## config.mk

```make
export PLATFORM = sky130hd
export DESIGN_NAME = operand_fetch_stage
export DESIGN_NICKNAME = d
export VERILOG_FILES = /design/src/rtl/cpu_pkg.sv /design/src/rtl/reg_scoreboard.sv /design/src/rtl/operand_fetch_stage.sv
export SDC_FILE = /design/constraint.sdc
export NUM_CORES = 2
export LEC_CHECK = 0
export BUFFER_PORTS_ARGS = -buffer_cell sky130_fd_sc_hd__buf_2
export CAP_MARGIN = 20
export CORE_AREA = 8 8 417 419
export CTS_BUF_LIST = sky130_fd_sc_hd__clkbuf_4
export CTS_CLUSTER_DIAMETER = 50
export DETAILED_ROUTE_END_ITERATION = 10
export DIE_AREA = 0 0 425 427
export PLACE_DENSITY_LB_ADDON = 0.1
export SYNTH_ARGS = -nofsm -noshare
export SYNTH_HDL_FRONTEND = slang
export SYNTH_SLANG_ARGS = --single-unit
```

## constraint.sdc

```tcl
create_clock -name clk -period 51.4 [get_ports clk]
set_input_delay 10.28 -clock clk [delete_from_list [all_inputs] [get_ports clk]]
set_output_delay 10.28 -clock clk [all_outputs]
set_load 0.1 [all_outputs]
```

## src/rtl/cpu_pkg.sv

```systemverilog
// Shared widths, operand types and the writeback-bypass match helper for the operand fetch path.
package cpu_pkg;

    localparam int AW = 5;
    localparam int SW = 16;
    localparam int VW = 128;
    localparam int NSRC = 3;

    typedef logic [AW-1:0] reg_addr_t;
    typedef logic [SW-1:0] sdata_t;
    typedef logic [VW-1:0] vdata_t;

    typedef struct packed {
        logic      vec;
        logic      dst_we;
        reg_addr_t dst;
    } fetch_op_t;

    // True when this cycle's writeback lands in the same file and register being read.
    function automatic logic wb_hit(input logic wre, input logic wvec, input reg_addr_t wa,
                                    input logic vec, input reg_addr_t a);
        return wre && (wvec == vec) && (wa == a);
    endfunction

endpackage

```

## src/rtl/reg_scoreboard.sv

```systemverilog
// Busy-bit scoreboard for one register file: one set port (issue), one clear port (writeback),
// three source lookups plus a destination lookup, with the same-cycle writeback treated as not busy.
module reg_scoreboard
    import cpu_pkg::*;
#(
    parameter int AW = cpu_pkg::AW
) (
    input  logic                     clk,
    input  logic                     reset,
    input  logic                     set_en,
    input  logic [AW-1:0]            set_addr,
    input  logic                     clr_en,
    input  logic [AW-1:0]            clr_addr,
    input  logic [NSRC-1:0]          src_use,
    input  logic [NSRC-1:0][AW-1:0]  src_addr,
    input  logic                     dst_chk,
    input  logic [AW-1:0]            dst_addr,
    output logic                     hazard
);

    localparam int NREG = 2 ** AW;

    logic [NREG-1:0] busy;

    // Set is applied after clear so a register issued and retired on the same edge stays busy.
    always_ff @(posedge clk or posedge reset) begin
        if (reset) begin
            busy <= '0;
        end else begin
            if (clr_en) busy[clr_addr] <= 1'b0;
            if (set_en) busy[set_addr] <= 1'b1;
        end
    end

    always_comb begin
        hazard = 1'b0;
        for (int i = 0; i < NSRC; i++) begin
            if (src_use[i] && busy[src_addr[i]] && !(clr_en && clr_addr == src_addr[i]))
                hazard = 1'b1;
        end
        if (dst_chk && busy[dst_addr] && !(clr_en && clr_addr == dst_addr))
            hazard = 1'b1;
    end

endmodule

```

## src/rtl/operand_fetch_stage.sv

```systemverilog
// Operand fetch: regfile read addressing, writeback bypass, RAW/WAW stall via per-file scoreboards,
// and a valid/ready output register toward execute.
module operand_fetch_stage
    import cpu_pkg::*;
#(
    parameter int AW = cpu_pkg::AW,
    parameter int SW = cpu_pkg::SW,
    parameter int VW = cpu_pkg::VW
) (
    input  logic          clk,
    input  logic          reset,
    input  logic          in_valid,
    output logic          in_ready,
    input  logic          in_vec,
    input  logic [2:0]    in_src_use,
    input  logic [AW-1:0] in_a1,
    input  logic [AW-1:0] in_a2,
    input  logic [AW-1:0] in_a3,
    input  logic          in_dst_we,
    input  logic [AW-1:0] in_dst,
    output logic [AW-1:0] rf_a1,
    output logic [AW-1:0] rf_a2,
    output logic [AW-1:0] rf_a3,
    input  logic [SW-1:0] rd1_s,
    input  logic [SW-1:0] rd2_s,
    input  logic [SW-1:0] rd3_s,
    input  logic [VW-1:0] rd1_v,
    input  logic [VW-1:0] rd2_v,
    input  logic [VW-1:0] rd3_v,
    input  logic          wb_wre,
    input  logic          wb_vec,
    input  logic [AW-1:0] wb_a3,
    input  logic [SW-1:0] wb_wd3_s,
    input  logic [VW-1:0] wb_wd3_v,
    output logic          out_valid,
    input  logic          out_ready,
    output logic          out_vec,
    output logic          out_dst_we,
    output logic [AW-1:0] out_dst,
    output logic [SW-1:0] out_op1_s,
    output logic [SW-1:0] out_op2_s,
    output logic [SW-1:0] out_op3_s,
    output logic [VW-1:0] out_op1_v,
    output logic [VW-1:0] out_op2_v,
    output logic [VW-1:0] out_op3_v,
    output logic [15:0]   stall_cycles
);

    logic [NSRC-1:0][AW-1:0] src_a;
    logic [NSRC-1:0][SW-1:0] rd_s, op_s_d, op_s_q;
    logic [NSRC-1:0][VW-1:0] rd_v, op_v_d, op_v_q;
    logic                    hazard_s, hazard_v, hazard, issue;
    fetch_op_t               op_q;

    assign src_a = {in_a3, in_a2, in_a1};
    assign rd_s  = {rd3_s, rd2_s, rd1_s};
    assign rd_v  = {rd3_v, rd2_v, rd1_v};
    assign rf_a1 = in_a1;
    assign rf_a2 = in_a2;
    assign rf_a3 = in_a3;

    // Each scoreboard only sees lookups and writebacks for its own file, which gives the file-match exemption.
    reg_scoreboard #(.AW(AW)) u_sb_s (
        .clk      (clk),
        .reset    (reset),
        .set_en   (issue && in_dst_we && !in_vec),
        .set_addr (in_dst),
        .clr_en   (wb_wre && !wb_vec),
        .clr_addr (wb_a3),
        .src_use  (in_vec ? 3'b000 : in_src_use),
        .src_addr (src_a),
        .dst_chk  (in_dst_we && !in_vec),
        .dst_addr (in_dst),
        .hazard   (hazard_s)
    );

    reg_scoreboard #(.AW(AW)) u_sb_v (
        .clk      (clk),
        .reset    (reset),
        .set_en   (issue && in_dst_we && in_vec),
        .set_addr (in_dst),
        .clr_en   (wb_wre && wb_vec),
        .clr_addr (wb_a3),
        .src_use  (in_vec ? in_src_use : 3'b000),
        .src_addr (src_a),
        .dst_chk  (in_dst_we && in_vec),
        .dst_addr (in_dst),
        .hazard   (hazard_v)
    );

    assign hazard   = hazard_s || hazard_v;
    assign in_ready = !hazard && (!out_valid || out_ready);
    assign issue    = in_valid && in_ready;

    for (genvar i = 0; i < NSRC; i++) begin : g_bypass
        logic hit;
        assign hit = wb_hit(wb_wre, wb_vec, wb_a3, in_vec, src_a[i]);
        assign op_s_d[i] = (!in_src_use[i] || in_vec)  ? '0 : (hit ? wb_wd3_s : rd_s[i]);
        assign op_v_d[i] = (!in_src_use[i] || !in_vec) ? '0 : (hit ? wb_wd3_v : rd_v[i]);
    end

    always_ff @(posedge clk or posedge reset) begin
        if (reset) begin
            out_valid <= 1'b0;
            op_q      <= '0;
            op_s_q    <= '0;
            op_v_q    <= '0;
        end else if (issue) begin
            out_valid <= 1'b1;
            op_q      <= '{vec: in_vec, dst_we: in_dst_we, dst: in_dst};
            op_s_q    <= op_s_d;
            op_v_q    <= op_v_d;
        end else if (out_ready) begin
            out_valid <= 1'b0;
        end
    end

    always_ff @(posedge clk or posedge reset) begin
        if (reset)
            stall_cycles <= '0;
        else if (in_valid && !in_ready && stall_cycles != 16'hFFFF)
            stall_cycles <= stall_cycles + 16'd1;
    end

    assign out_vec    = op_q.vec;
    assign out_dst_we = op_q.dst_we;
    assign out_dst    = op_q.dst;
    assign out_op1_s  = op_s_q[0];
    assign out_op2_s  = op_s_q[1];
    assign out_op3_s  = op_s_q[2];
    assign out_op1_v  = op_v_q[0];
    assign out_op2_v  = op_v_q[1];
    assign out_op3_v  = op_v_q[2];

endmodule

```

# Yosys cells after proc, flatten, opt, wreduce, memory -nomap -nowiden
# Index checks and enable logic that the tools add are counted.
# totals
regBits	520
in_bits	612
# classes
add_sub_neg	1
order_cmp	7
n_eq_ne	6
mux	48
bitwise_logic	5
n_reduce_logical	66
# ops
operator	n
$mux 128	6
$mux 32	4
$mux 16	6
$and 32x32->32	2
$or 32x32->32	2
$logic_and 1x1->1	41
$bmux 1 s5	8
$not 32->32	1
$lt 5x6->1 const B	5
$eq 5x5->1	4
$mux 1	20
$add 16x1->16 const B	1
$logic_not 1->1	16
$ne 16x16->1 const B	1
$demux 1 s5	2
$ge 5x1->1 const B	2
$logic_or 1x1->1	8
$mux 3	2
$reduce_bool 2->1	1
$eq 1x1->1	1

# Depth between registers and ports, before layout
# logic_depth
ltp_word	16
depth_mapped	16
depth_no_buf	9

# By module
# From an unflattened synthesis, not the netlist that was laid out.
# unflattened
hier_cells	2533
area_unflattened_um2	26666.8
# modules_own_cells
module	instances	cells_each	area_each_um2
operand_fetch_stage	1	2034	21249.1
reg_scoreboard at u_sb_s	1	258	2731.4
reg_scoreboard at u_sb_v	1	241	2686.3

# Worst setup path before layout
# OpenSTA, ideal clock, no wires.
# synth_timing
path_kind	input -> output
startpoint	in in_a3[0]
endpoint	out in_ready
arrival_ns	13.181
path_slack_ns	27.939
path_stages	10
n_path_buf	4
cell_sequence	buf_2 buf_2 mux4_2 nand3_1 nand3_1 a32oi_1 and3_1 and4bb_1 buf_2 clkbuf_1
# synth_via
elab_chain_len	9
word_cells_on_any_way	20
# synth_lines
element	line_no	rtl
start: declaration	operand_fetch_stage.sv:18	input logic [AW-1:0] in_a3,
$bmux 1 s5 / $eq 5x5->1 (equally long branches)	reg_scoreboard.sv:38	if (src_use[i] && busy[src_addr[i]] && !(clr_en && clr_addr == src_addr[i]))
$mux 1 (implied by the code) / $logic_and 1x1->1 (equally long branches)	reg_scoreboard.sv:38	
$logic_and 1x1->1 / $logic_not 1->1 (equally long branches)	reg_scoreboard.sv:38	
$logic_and 1x1->1	reg_scoreboard.sv:38	
$mux 1	reg_scoreboard.sv:38	
$mux 1	reg_scoreboard.sv:41	if (dst_chk && busy[dst_addr] && !(clr_en && clr_addr == dst_addr))
$logic_or 1x1->1 *	operand_fetch_stage.sv:91	assign hazard = hazard_s || hazard_v;
$logic_not 1->1 *	operand_fetch_stage.sv:92	assign in_ready = !hazard && (!out_valid || out_ready);
$logic_and 1x1->1 *	operand_fetch_stage.sv:92	
end: declaration	operand_fetch_stage.sv:13	output logic in_ready,
# Every way passes the cells marked *; elsewhere a longest branch is shown, timed or not. The select of a mux whose other input is x is not followed.

# Worst setup path in the final report
# layout_timing
startpoint	in in_dst[1]
endpoint	out in_ready
# layout_via
elab_chain_len	8
word_cells_on_any_way	18
# layout_lines
element	line_no	rtl
start: declaration	operand_fetch_stage.sv:20	input logic [AW-1:0] in_dst,
$bmux 1 s5 / $eq 5x5->1 (equally long branches)	reg_scoreboard.sv:41	
$mux 1 (implied by the code) / $logic_and 1x1->1 (equally long branches)	reg_scoreboard.sv:41	
$logic_and 1x1->1 / $logic_not 1->1 (equally long branches)	reg_scoreboard.sv:41	
$logic_and 1x1->1	reg_scoreboard.sv:41	
$mux 1	reg_scoreboard.sv:41	
$logic_or 1x1->1 *	operand_fetch_stage.sv:91	
$logic_not 1->1 *	operand_fetch_stage.sv:92	
$logic_and 1x1->1 *	operand_fetch_stage.sv:92	
# Marked as above.

==> run metrics <==
Routed WL 179000 um; synthesized cell area 28600 um2; Min-Delay Path Depth 1; Filler Cells Inserted 18900; reg2reg start u_sb_s.busy[31]$_DFF_PP0_; share of layout cells above drive strength 1 37.1%; Sink Count 520; Worst-Skew Late Latency 1.16 ns; worst slew pin tran 1.07 ns; CP max stage cell buf_2; CP cell instances buf_2, mux4_2, nand3_1, a21boi_1, or4_1, o221ai_1, nand4_1, and4bb_1, buf_4, buf_2; Placed Instance Area 35800 um2; final core utilization 22.7%; Max-cap violations 0; Die Footprint 181000 um2; Yosys cell types 50; Final Skew 0.0958 ns; Leak 19.6 nW; WHS Endpoint out_op1_v[119]$_DFFE_PP0P_; Mean Syn Cell Area 9.61 um2; Routed Antenna Nets 0; Die H 427 um; Setup crit end kind primary output; crit path max fanout 39; CTS Hold Bufs 0; Fin. Hold Viols 0; Worst-path clk slew 0.06 ns; FFs w/ async S/R, synth 100%; Mapped Nets 3592; die width 425 um; worst path required time 41.12 ns; final setup vio count 0; Slew headroom 28.6%; routed vias/inst 4.39; Initial Utilization 17.1%; Post-synth EDFFs 0; DR vias 28000; register area 13000 um2; Hold Crit Class register to register; RSZ-0062 raised after global routing false; GR Util All Layers 18.7%; setup slack, reg-to-reg 45.32 ns; post-DR wirelength/cell 28.0 um; PD cells 42.6 nW/um2; Final GP Congestion 0.848; Hold Startpoint out_op1_v[119]$_DFFE_PP0P_; Ports 1084; fmax 41.3 MHz; Final Cycle Share 47.2%; post-synth top area share 45.4%; DP HPWL 134000 um; Reg-to-Reg End out_op3_v[122]$_DFFE_PP0P_; worst reg-to-reg path cell count 12; critical path type input pin to primary output; Pre-antenna DRT Iters 5; global-route wire length before repair 243000 um; most common cell after layout, fill and taps aside buf_2; dominant synthesized flop cell dfrtp_1; Port Buffer Count 1083; initial antenna violation count 97; Area Growth Syn to Fin 32.8%; min cycle time layout 24.24 ns; row count 151; Setup TNS Final 0 ns; flip-flop and latch count after synthesis 520; sequential area share after synthesis 45.4%; cell mode on critical path buf_2; Final #Nets 4622; WP data arrival 13.96 ns; number of setup buffers added after CTS 0; Power, Total 1.62 mW; number of global-route vias before repair 28700; CTS max path bufs 3; CTS root buffer clkbuf_4; total grt overflow 0; CP startpoint kind input pin; max-slew violation count 0; post-CTS sizing 0; Synth area leader dfrtp_1; top cells by area, synth dfrtp_1, mux2_1, nand2_1; crit path from in_dst[1]; CTS H-tree lvls 4; TritonCTS buffer count 170; largest net degree at the start of global routing 140; max incr delay on CP 0.78 ns; outcome finished, final reports clean; # DRC 0; peak supply drop 0.0000267 V; DR iter-0 viols 1759; Final Instance Area 38000 um2; Synth Instances 2979; multi-input logic area 14300 um2; core area 168000 um2; most frequent cells in the layout buf_2, nand2_1, dfrtp_1; CTS tree done; Ys Warns 0
==> power breakdown <==
group          internal [mW]  leakage (nW)  switching, mW
combinational          0.118          11.3          0.545
sequential             0.466          6.99         0.0439
clock                  0.235          1.27          0.214
==> kinds of logic (layout without fill, tap and decap cells) <==
group	after synthesis	in the layout	synth area share, %
AOI/OAI and AO/OA	598	598	11.3
xor gates and xnor gates	35	35	1.07
adders and majority gates	1	1	0.0437
buffers and inverters	266	1408	4.96
DFF	520	520	45.4
muxes	533	533	22.8
other	0	44	0
and+or+nand+nor	1026	1026	14.4
==> flip-flops by register name, indices dropped and copies added, names as in the netlist <==
signal,count
out_op1_v,128
out_op2_v,128
out_op3_v,128
u_sb_s.busy,32
u_sb_v.busy,32
out_op1_s,16
out_op2_s,16
out_op3_s,16
stall_cycles,16
out_dst,5
out_dst_we,1
out_valid,1
out_vec,1
==> synth_stat cells (all sizes together) (17+ instances only) <==
cell and number:
nand2 898, dfrtp 520, mux2 444, a21oi 437, clkbuf 145, buf 115
o21ai 67, o31ai 65, mux4 51, mux2i 38, nand3 26, nor2 18
xnor2 18, xor2 17
==> layer usage <==
layer  vias up  GRT usage (%)  part of all wire [%]
li1      12500              -                     -
met2      1066           33.2                    51
met3       326           5.46                   6.7
met1     14100           21.8                    39
met5         -              0                  0.10
met4        28           5.36                   2.8
==> how the worst max path moves through the flow <==
stage,to,slack (ns),cells past startpoint
2_1_floorplan,out_dst[0]$_DFFE_PP0P_,26.59,1
3_3_place_gp,in_ready,27.17,10
3_5_place_dp,in_ready,27.15,10
4_1_cts,in_ready,27.13,10
5_1_grt,in_ready,26.93,10
6_report,in_ready,27.16,10
==> per-stage QoR <==
| stage | instances | worst slack (ns) | hold WS [ns] |
|---|---|---|---|
| 6_report | 6383 | 27.16 | 0.477 |
| 4_1_cts | 6339 | 27.13 | 0.482 |
| 5_1_grt | 6365 | 26.93 | 0.492 |
| 2_1_floorplan | 2979 | 26.59 | 0.522 |
| 3_5_place_dp | 6055 | 27.15 | 0.469 |
| 3_3_place_gp | 6055 | 27.17 | 0.463 |
==> critical path: cells and delay by family <==
kind                   cells  cell delay, ns
AND/OR/NAND/NOR            4            1.11
buffers and inverters      3            1.53
multiplexers               1            0.60
AO/OA/AOI/OAI              2            0.40
==> final cells by class <==
type	count	share of cell area [%]
antenna	44	0.289
clock buffer	250	4.93
clock inverter	34	0.602
inverter	6	0.0790
multi-input combinational	2193	37.5
sequential	520	34.2
tap	2218	7.30
timing repair buffer	1118	15.1
No activity file was read; power rests on OpenSTA's default activity.
